File: config.mk
export PLATFORM = sky130hd
export DESIGN_NAME = hazard_unit
export DESIGN_NICKNAME = d
export VERILOG_FILES = /design/src/rtl/mips_pkg.sv /design/src/rtl/div_stall_fsm.sv /design/src/rtl/hazard_unit.sv
export SDC_FILE = /design/constraint.sdc
export NUM_CORES = 1
export LEC_CHECK = 0
export ABC_AREA = 1
export CORE_UTILIZATION = 41
export DETAILED_ROUTE_END_ITERATION = 16
export PLACE_DENSITY = 0.95
export SYNTH_ARGS = -nofsm -noshare
export SYNTH_HDL_FRONTEND = slang
export SYNTH_HIERARCHICAL = 1
export SYNTH_SLANG_ARGS = --single-unit
File: constraint.sdc
create_clock -name vclk -period 2.3
set_input_delay 0.23 -clock vclk [all_inputs]
set_output_delay 0.23 -clock vclk [all_outputs]
set_load 0.01 [all_outputs]
File: src/rtl/mips_pkg.sv
// Shared definitions for the MIPS pipeline hazard logic: forward-select
// encodings, the divide-stall FSM state type, the default divide latency,
// and the helper functions that compute forwarding selects.
package mips_pkg;

  // Forward-select encodings for the E-stage ALU operand multiplexers
  localparam logic [1:0] FWD_NONE = 2'b00;
  localparam logic [1:0] FWD_WB   = 2'b01;
  localparam logic [1:0] FWD_MEM  = 2'b10;

  // Default divider latency in cycles (legal range 2..63)
  localparam int DIV_CYCLES_DEFAULT = 32;

  // Width of the divide down-counter
  localparam int DIV_CNT_W = 6;

  // Divide-stall FSM states
  typedef enum logic [1:0] {
    IDLE = 2'b00,
    BUSY = 2'b01,
    DONE = 2'b10
  } div_state_t;

  // E-stage forward select: M wins over W, and register 0 is never forwarded
  function automatic logic [1:0] fwd_sel_e(
    input logic [4:0] src,
    input logic       wr_m,
    input logic [4:0] dst_m,
    input logic       wr_w,
    input logic [4:0] dst_w
  );
    logic [1:0] sel;
    sel = FWD_NONE;
    if ((src != 5'd0) && wr_m && (src == dst_m)) begin
      sel = FWD_MEM;
    end else if ((src != 5'd0) && wr_w && (src == dst_w)) begin
      sel = FWD_WB;
    end
    return sel;
  endfunction

  // D-stage comparator forward from M: only a real register write in M counts
  function automatic logic fwd_sel_d(
    input logic [4:0] src,
    input logic       wr_m,
    input logic [4:0] dst_m
  );
    return (src != 5'd0) && wr_m && (src == dst_m);
  endfunction

endpackage

File: src/rtl/div_stall_fsm.sv
// Multi-cycle divide stall controller. Holds the E stage while a divide is
// in progress and pulses divreadyE for one cycle when the result is ready.
// Only built when DIV_STALL_EN is defined; otherwise the top treats the
// divide as single-cycle and this module is not compiled.
`ifdef DIV_STALL_EN
module div_stall_fsm
  import mips_pkg::*;
#(
  parameter int DIV_CYCLES = DIV_CYCLES_DEFAULT
) (
  input  logic clk,
  input  logic rst,
  input  logic divE,
  output logic divstall,
  output logic divreadyE
);

  // The IDLE cycle and the final BUSY cycle both stall, so the counter
  // starts two below the latency to give exactly DIV_CYCLES stall cycles.
  localparam logic [DIV_CNT_W-1:0] CNT_LOAD = DIV_CNT_W'(DIV_CYCLES - 2);

  div_state_t           state_q, state_d;
  logic [DIV_CNT_W-1:0] cnt_q,   cnt_d;

  // State and counter registers; reset abandons any divide in progress
  always_ff @(posedge clk or negedge rst) begin
    if (!rst) begin
      state_q <= IDLE;
      cnt_q   <= '0;
    end else begin
      state_q <= state_d;
      cnt_q   <= cnt_d;
    end
  end

  // Next-state, counter update and stall/ready outputs
  always_comb begin
    state_d   = state_q;
    cnt_d     = cnt_q;
    divreadyE = 1'b0;
    divstall  = divE && (state_q != DONE);
    case (state_q)
      IDLE: begin
        if (divE) begin
          state_d = BUSY;
          cnt_d   = CNT_LOAD;
        end
      end
      BUSY: begin
        if (cnt_q == '0) begin
          state_d = DONE;
        end else begin
          cnt_d = cnt_q - 1'b1;
        end
      end
      DONE: begin
        divreadyE = 1'b1;
        state_d   = IDLE;
      end
      default: begin
        state_d = IDLE;
        cnt_d   = '0;
      end
    endcase
  end

endmodule
`endif

File: src/rtl/hazard_unit.sv
// Pipeline hazard unit: operand forwarding for the D and E stages, HI/LO
// forwarding, load-use and branch stalls, and the divide stall.
// Optional feature macro: DIV_STALL_EN -- when defined, a multi-cycle divide
// FSM holds the pipeline; when undefined, divides complete in one cycle.
module hazard_unit
  import mips_pkg::*;
#(
  parameter int DIV_CYCLES = DIV_CYCLES_DEFAULT
) (
  input  logic       clk,
  input  logic       rst,
  input  logic [4:0] rsD,
  input  logic [4:0] rtD,
  input  logic [4:0] rsE,
  input  logic [4:0] rtE,
  input  logic [4:0] writeregE,
  input  logic [4:0] writeregM,
  input  logic [4:0] writeregW,
  input  logic       regwriteE,
  input  logic       regwriteM,
  input  logic       regwriteW,
  input  logic       memtoregE,
  input  logic       memtoregM,
  input  logic       branchD,
  input  logic       hilowriteM,
  input  logic       hilotoregE,
  input  logic       divE,
  output logic       forwardAD,
  output logic       forwardBD,
  output logic [1:0] forwardAE,
  output logic [1:0] forwardBE,
  output logic       forwardhiloE,
  output logic       stallF,
  output logic       stallD,
  output logic       stallE,
  output logic       flushE,
  output logic       flushM,
  output logic       divreadyE
);

  logic lwstall;
  logic branchstall;
  logic divstall;

  // Forwarding selects for the ALU operands, branch comparator and HI/LO
  always_comb begin
    forwardAE    = fwd_sel_e(rsE, regwriteM, writeregM, regwriteW, writeregW);
    forwardBE    = fwd_sel_e(rtE, regwriteM, writeregM, regwriteW, writeregW);
    forwardAD    = fwd_sel_d(rsD, regwriteM, writeregM);
    forwardBD    = fwd_sel_d(rtD, regwriteM, writeregM);
    forwardhiloE = hilowriteM & hilotoregE;
  end

  // Load-use and branch hazards, merged with the divide stall
  always_comb begin
    lwstall     = memtoregE & ((rtE == rsD) | (rtE == rtD));
    branchstall = branchD &
                  ((regwriteE & ((writeregE == rsD) | (writeregE == rtD))) |
                   (memtoregM & ((writeregM == rsD) | (writeregM == rtD))));
    stallF      = divstall | lwstall | branchstall;
    stallD      = divstall | lwstall | branchstall;
    stallE      = divstall;
    flushM      = divstall;
    flushE      = (lwstall | branchstall) & ~divstall;
  end

`ifdef DIV_STALL_EN
  div_stall_fsm #(
    .DIV_CYCLES(DIV_CYCLES)
  ) u_div_stall_fsm (
    .clk       (clk),
    .rst       (rst),
    .divE      (divE),
    .divstall  (divstall),
    .divreadyE (divreadyE)
  );
`else
  // Single-cycle divide: no state, the result is ready as soon as it is issued
  logic unused_div;
  assign unused_div = clk ^ rst ^ 1'(DIV_CYCLES);
  assign divstall   = 1'b0;
  assign divreadyE  = divE;
`endif

endmodule
==> tab_implementation.tex, run 1 <==
\begin{tabular}{lr}
\hline
Metric & Value \\
\hline
\multicolumn{2}{l}{\textbf{Critical path}} \\
Sort of element at the end of the critical path & output port \\
Highest net fanout along the worst path & 5 \\
Critical setup path kind & primary input to output port \\
Arrival @ worst endpoint & 1.98 ns \\
Critical Path Start Type & primary input \\
Crit path required time & 2.07 ns \\
\multicolumn{2}{l}{\textbf{Synth}} \\
Compound-Gate Fraction of Synth Area & 0.1013 \\
Synth Instances & 180 \\
Share of synthesized cell area in full adder, half adder and majority cells & 0 \\
Synth Area in Simple Gates & 0.5050 \\
Xor and xnor area share after synthesis & 0.1997 \\
Mux contribution to synthesized area & 0 \\
Post-synthesis instance area & 877.1 µm² \\
Syn Area/Cell & 4.873 µm² \\
Dominant combinational cell family by area after synthesis & simple AND/OR/NAND/NOR gates \\
Synth Warn \# & 6 \\
Number of distinct library cells after synthesis & 23 \\
Sequential share of the synthesized area & 0 \\
\multicolumn{2}{l}{\textbf{STA}} \\
Worst hold margin & about 0.46 ns \\
Fin crit period & 2.212 ns \\
\# setup viols final & 0 \\
F\_max & about 0.45 GHz \\
Post-route fraction of the period consumed by the critical path & 0.9616 \\
RSZ-0062 raised after global routing & false \\
Summed negative setup slack over all endpoints & 0 ns \\
Final-report hold violation count & 0 \\
Max Slew Vio Count & 0 \\
\multicolumn{2}{l}{\textbf{Power and ir drop}} \\
Static Leak & 0.8567 nW \\
Worst-case vdd ir drop & 0.00009192 V \\
Cell area power density & 167.9 nW/µm² \\
\multicolumn{2}{l}{\textbf{Detailed routing}} \\
Routed wire length & approximately 2800 µm \\
Post-detailed-route count of antenna-violating nets & 0 \\
Number of vias after detailed routing & about 1,300 \\
Average via count per standard cell & 4.845 \\
DR iter-0 viols & 27 \\
Post-route DRC violation count & 0 \\
Average wire length per cell after detail routing & about 10 µm \\
Number of iterations in the first detailed-routing pass & 4 \\
\multicolumn{2}{l}{\textbf{Status}} \\
Outcome & completed \\
\multicolumn{2}{l}{\textbf{Floorplan}} \\
Effective utilization at floorplan & 0.4426 \\
DIE HEIGHT & 48.25 µm \\
Horiz. Die Dim & 48.25 µm \\
Overall die area & 2328 µm² \\
Rows & 16 \\
Number of primary I/O pins & 59 \\
Placeable core region & 1982 µm² \\
\multicolumn{2}{l}{\textbf{Placed design}} \\
Weighted congestion at the end of routability-driven global placement & $\sim$0.85 \\
HPWL reported at the end of detailed placement & around 2300 µm \\
Count of port buffers added during placement & 53 \\
\multicolumn{2}{l}{\textbf{Final layout}} \\
Fill cells & roughly 150 \\
Sequential cell count of the final layout & 0 \\
Final standard cell utilization of the core & 0.7588 \\
Antenna Cells & 0 \\
Storage cell area & 0 µm² \\
Synth-to-Final Area Change & 71.47\% \\
Clock buffer count & 0 \\
Layout Nets & 286 \\
Share of cells above drive strength 1 & 0.06723 \\
Area occupied by multi-input gates & 720.7 µm² \\
\multicolumn{2}{l}{\textbf{Global routing}} \\
Largest net degree at the start of global routing & 7 \\
Total gr overflow & 0 \\
Wire length of the first global-routing pass & 3995 µm \\
Vias in the first global route & 1,024 \\
Global router's overall resource usage & 0.2348 \\
Number of antenna violations at the first check in global routing & 0 \\
\multicolumn{2}{l}{\textbf{Min path}} \\
Terminating pin of the worst hold path & divreadyE \\
Hold\_sp & divE \\
Class of the tightest hold or removal check & primary input to output port \\
Instance count along the most critical hold path & 0 \\
\multicolumn{2}{l}{\textbf{Clock network}} \\
Number of setup buffers added after CTS & 0 \\
Quantity of hold-fixing buffers added after cts & 0 \\
\multicolumn{2}{l}{\textbf{Job}} \\
Number of violations of the max-capacitance limit & 0 \\
\hline
\end{tabular}
[power breakdown]
group	switching (mW)	total (mW)	internal [mW]
Clock	0	0	0
Combinational	0.115	0.253	0.138
Sequential	0	0	0
Total	0.115	0.253	0.138
[layer usage]
layer / GRT usage / wire [µm] / share of wire / vias up
met5: 0 / 0 / 0 / -
met4: 0.02222 / 8 / 0.0029 / 0
met3: 0.007407 / 175 / 0.063 / 2
met2: 0.4453 / 1369 / 0.49 / 49
met1: 0.3011 / 1224 / 0.44 / 566
li1: - / - / - / 667
[what timing repair did]
item / CTS / global route
endpoints found under the setup margin: 0 / 6
gates resized for setup: 0 / 6
endpoints found under the hold margin: 0 / 0
[kinds of logic after synthesis]
logic type,count (synthesis)
buffers and inverters,38
other,1
and+or+nand+nor,107
AOI/OAI and AO/OA,14
xor gates and xnor gates,20
[layout by cell type, fill, tap and decap left out, drive strengths merged]
| cell type | n |
|---|---|
| o21ai | 2 |
| o2111ai | 1 |
| nand2 | 68 |
| buf | 13 |
| a221oi | 1 |
| o22ai | 2 |
| nor3 | 3 |
| nor2 | 18 |
| nor4 | 3 |
| dlymetal6s2s | 5 |
| a211oi | 2 |
| a21oi | 5 |
| or2 | 2 |
| inv | 29 |
| clkdlybuf4s50 | 48 |
| conb | 2 |
| nand3 | 10 |
| xor2 | 8 |
| nand4 | 3 |
| xnor2 | 12 |
| o221ai | 1 |
[cell type report]
class              instances  share of cell area
repair buffers            66              0.4260
multi-input cells        143              0.4792
inverters                 29             0.07238
well taps                 27             0.02246
[worst max-delay path by stage]
stage,from,to,slack [ns],depth (start not counted)
after floorplan,rtE[4],stallD,0.99,8
after global placement,rtD[3],flushE,0.05,12
after detailed placement,rtE[4],flushE,0.01,8
after CTS,rtE[4],flushE,0.005,8
after global routing,rtE[1],forwardBE[0],0.007,8
final,rtE[4],forwardBE[0],0.09,7
[worst max-delay path, cell delays in order]
cell             delay [ns]
clkdlybuf4s50_1        0.55
nor3_1                 0.25
nand3_1                0.12
o2111ai_1              0.10
nor2_1                 0.08
nor2_1                 0.11
clkdlybuf4s50_1        0.54
[synthesized netlist by cell type]
master	number	area, µm²
nor3_2	1	10.01
clkbuf_2	2	10.01
nand2_1	68	255.2
or2_2	1	6.260
nand3_1	10	50.05
nor4_1	3	18.77
conb_1	1	3.750
nand4_1	3	18.77
buf_2	2	10.01
xnor2_1	12	105.1
inv_1	29	108.9
o22ai_1	2	12.51
nor3_1	2	10.01
or2_0	1	6.260
nor2_1	18	67.56
o221ai_1	1	8.760
a21oi_1	5	25.02
a221oi_1	1	8.760
buf_4	5	37.54
a211oi_1	2	15.01
o21ai_0	2	10.01
o2111ai_1	1	8.760
xor2_1	8	70.07
[metrics by stage]
stage / setup WS [ns] / total power, mW / cell area (µm²) / cells
global placement: 0.04725 / 0.2451 / 1485 / 265
floorplan: 0.9935 / 0.1158 / 880.8 / 181
CTS: 0.004827 / 0.2519 / 1485 / 265
detailed placement: 0.01023 / 0.2506 / 1485 / 265
finish: 0.08825 / 0.2525 / 1504 / 265
global route: 0.006728 / 0.2763 / 1504 / 265
Note: power is estimated with default switching activity, not from simulation.
==> run 2: changes to the inputs <==
Settings changed: CAP_MARGIN set to 20.
==> results of run 2 <==
No change in the layout: final DEF, timing and power equal those of run 1.
==> run 3: changes to the inputs <==
--- a/config.mk
+++ b/config.mk
@@ -7,6 +7,7 @@
 export LEC_CHECK = 0
 export ABC_AREA = 1
+export ABC_CLOCK_PERIOD_IN_PS = 2300
 export CAP_MARGIN = 20
-export CORE_UTILIZATION = 41
+export CORE_UTILIZATION = 40
 export DETAILED_ROUTE_END_ITERATION = 16
 export PLACE_DENSITY = 0.95
==> constraint.sdc (replaced) <==
create_clock -name vclk -period 2.3
set_input_delay 0.575 -clock vclk [all_inputs]
set_output_delay 0.575 -clock vclk [all_outputs]
set_load 0.01 [all_outputs]
==> run 3 against run 2 <==
Effect of this change:
- routed wire length increased by 28%
- cell count is 8.7% higher
- critical path depth decreased by 1
- count of clock-buffer cells in the layout unchanged
- first-iteration DRC count up 26%
- sequential share of layout area stayed put
- flip-flop and latch count unchanged
- non-clock buffer count grew 23
- power is 12% higher
- worst hold slack gained 0.69 ns
- worst setup slack got worse by 0.024 ns
- largest power group unchanged
==> tab_implementation.tex, run 3 (synthesis results as in run 1) <==
\begin{tabular}{lr}
\hline
Metric & Value \\
\hline
\multicolumn{2}{l}{\textbf{Critical path}} \\
Critical setup path kind & primary input to output port \\
Critical path launch point & regwriteW \\
Worst path max stage delay & 0.49 ns (-0.06 ns) \\
Crit path required time & 1.73 ns (-0.34 ns) \\
Sort of element at the end of the critical path & output port \\
Critical Path Start Type & primary input \\
Highest net fanout along the worst path & 2 (-3) \\
Arrival @ worst endpoint & 1.66 ns (-0.32 ns) \\
CP max-delay cell & clkdlybuf4s50\_1 \\
Chain of cells forming the critical path & clkdlybuf4s50\_1, o21ai\_1, a221oi\_2, nand3\_1, nor2\_1, buf\_2 \\
\multicolumn{2}{l}{\textbf{Floorplan}} \\
Rows & 16 (unchanged) \\
Number of primary I/O pins & 59 (unchanged) \\
Placeable core region & 2002 µm² (+1.0\%) \\
Horiz. Die Dim & 48.83 µm (+1.2\%) \\
Effective utilization at floorplan & 0.4381 (-0.004425) \\
Overall die area & 2384 µm² (+2.4\%) \\
DIE HEIGHT & 48.83 µm (+1.2\%) \\
\multicolumn{2}{l}{\textbf{Power and ir drop}} \\
Combinational share of power & 1.000 (about the same) \\
Worst-case vdd ir drop & 0.0001085 V (+18\%) \\
Cell area power density & 176.6 nW/µm² (+5.2\%) \\
Static Leak & 0.9372 nW (+9.4\%) \\
Sequential group share of total power & 0 (unchanged) \\
Cell Int Power & 140.5 µW (+1.9\%) \\
Power dissipated by switching net loads & 141.2 µW (+23\%) \\
Fraction of power spent switching nets & 0.5012 (+0.04739) \\
Post-layout power & 281.8 µW (+12\%) \\
Clock network fraction of total power & 0 (unchanged) \\
\multicolumn{2}{l}{\textbf{Detailed routing}} \\
Post-detailed-route count of antenna-violating nets & 0 (unchanged) \\
Average wire length per cell after detail routing & 12.37 µm (+18\%) \\
Average via count per standard cell & 5.167 (+6.6\%) \\
DR iter-0 viols & 34 (+26\%) \\
Routed wire length & 3562 µm (+28\%) \\
Number of vias after detailed routing & 1,488 (+16\%) \\
Post-route DRC violation count & 0 (unchanged) \\
Number of iterations in the first detailed-routing pass & 5 (+1) \\
\multicolumn{2}{l}{\textbf{STA}} \\
\# setup viols final & 0 (unchanged) \\
Max Slew Vio Count & 0 (unchanged) \\
F\_max & 0.4473 GHz (-1.1\%) \\
Post-route fraction of the period consumed by the critical path & 0.9721 (+0.01048) \\
Fin crit period & 2.236 ns (+0.02411 ns) \\
Setup ws final & 0.06415 ns (-0.02411 ns) \\
Final-report hold violation count & 0 (unchanged) \\
RSZ-0062 raised after global routing & true \\
\multicolumn{2}{l}{\textbf{Final layout}} \\
Layout Nets & 309 (+8.0\%) \\
Final non-filler cell area & 1595 µm² (+6.1\%) \\
Share of cells above drive strength 1 & 0.3602 (+0.2929) \\
Clock buffer count & 0 (unchanged) \\
Sequential cell count of the final layout & 0 (unchanged) \\
Antenna Cells & 0 (unchanged) \\
Most common cell after layout, fill and taps aside & nand2\_1 \\
Number of standard cells in the final layout excluding fillers & 288 (+8.7\%) \\
Most frequent cells in the layout & 67 x nand2\_1, 34 x buf\_4, 23 x inv\_1, 23 x clkbuf\_2, 12 x nor2\_1 \\
Storage cell area & 0 µm² (unchanged) \\
Synth-to-Final Area Change & 81.88\% \\
\multicolumn{2}{l}{\textbf{Placed design}} \\
Cells after DPL & 288 (+8.7\%) \\
Count of port buffers added during placement & 53 (unchanged) \\
Weighted congestion at the end of routability-driven global placement & 0.8541 (about the same) \\
HPWL reported at the end of detailed placement & 2817 µm (+20\%) \\
Placed instance area & 1658 µm² (+12\%) \\
DP Worst Slack & -0.7221 ns (-0.7323 ns) \\
\multicolumn{2}{l}{\textbf{Min path}} \\
Terminating pin of the worst hold path & divreadyE \\
Class of the tightest hold or removal check & primary input to output port \\
Instance count along the most critical hold path & 0 (unchanged) \\
Hold\_sp & divE \\
\multicolumn{2}{l}{\textbf{Global routing}} \\
Total gr overflow & 0 (unchanged) \\
Most Crowded Layer GR & met2 \\
Wire length of the first global-routing pass & 5920 µm (+48\%) \\
Number of antenna violations at the first check in global routing & 0 (unchanged) \\
Met3 routing resource usage after global routing & 0.04050 (+0.03309) \\
Vias in the first global route & 1,445 (+41\%) \\
Met1 track utilization from global routing & 0.3408 (+0.03973) \\
Met2 usage in global routing & 0.5972 (+0.1519) \\
Global router's overall resource usage & 0.3046 (+0.06978) \\
Largest net degree at the start of global routing & 7 (unchanged) \\
\multicolumn{2}{l}{\textbf{Job}} \\
Number of violations of the max-capacitance limit & 0 (unchanged) \\
\multicolumn{2}{l}{\textbf{Status}} \\
Outcome & completed \\
\multicolumn{2}{l}{\textbf{Clock network}} \\
Number of setup buffers added after CTS & 0 (unchanged) \\
\hline
\end{tabular}
## run 3: changes by cell type in the layout (fill, tap and decap cells not counted), sizes merged
cell / previous run / this run
clkdlybuf4s50: 48 / 8
buf: 13 / 44
clkbuf: 0 / 23
dlygate4sd2: 0 / 10
dlymetal6s2s: 5 / 1
clkdlybuf4s15: 0 / 3
## run 3: repair_timing
| action | 4_1_cts | 5_1_grt |
|---|---|---|
| setup endpoints to repair | 9 | 9 |
| hold buffers | 0 | 0 |
| pin swaps | 20 | 15 |
| endpoints found under the hold margin | 0 | 0 |
| resized for setup | 92 | 58 |
## run 3: power by group through the flow
stage | Combinational [mW] | Clock (mW) | Sequential (mW)
2_1_floorplan | 0.116 | 0 | 0
6_report | 0.282 | 0 | 0
3_3_place_gp | 0.272 | 0 | 0
3_5_place_dp | 0.282 | 0 | 0
4_1_cts | 0.266 | 0 | 0
5_1_grt | 0.308 | 0 | 0
## run 3: per-layer routing
layer | up-vias | routed length [µm]
li1 | 718 | -
met1 | 671 | 1365
met2 | 83 | 1824
met3 | 16 | 240
met4 | 0 | 132
met5 | - | 0
## run 3: final cells by class
cell class,count,area (µm²)
Fill cell,153,406.6
Inverter,29,108.9
Multi-Input combinational cell,143,788.3
Tap cell,27,33.78
Timing Repair Buffer,89,664.4
## run 3: metrics by stage
stage	setup TNS, ns	hold WS, ns	util
global route	-0.07729	1.150	0.7969
detailed placement	-5.637	1.150	0.8281
CTS	0	1.150	0.8119
finish	0	1.150	0.7969
floorplan	0	1.239	-
global placement	-5.080	1.150	0.8281
## run 3: worst max-delay path: cells and delay by family
family / cells / cell delay (ns)
buffers and inverters: 2 / 0.63
AO/OA/AOI/OAI: 2 / 0.25
AND/OR/NAND/NOR: 2 / 0.20
## run 3: how the worst max path moves through the flow
stage | to | slack, ns | cells past startpoint
after floorplan | stallD | 0.30 | 8
after global placement | stallD | -0.62 | 12
after detailed placement | stallD | -0.72 | 12
after CTS | stallD | 0.003 | 12
after global routing | flushE | -0.02 | 12
final | forwardAE[0] | 0.06 | 6
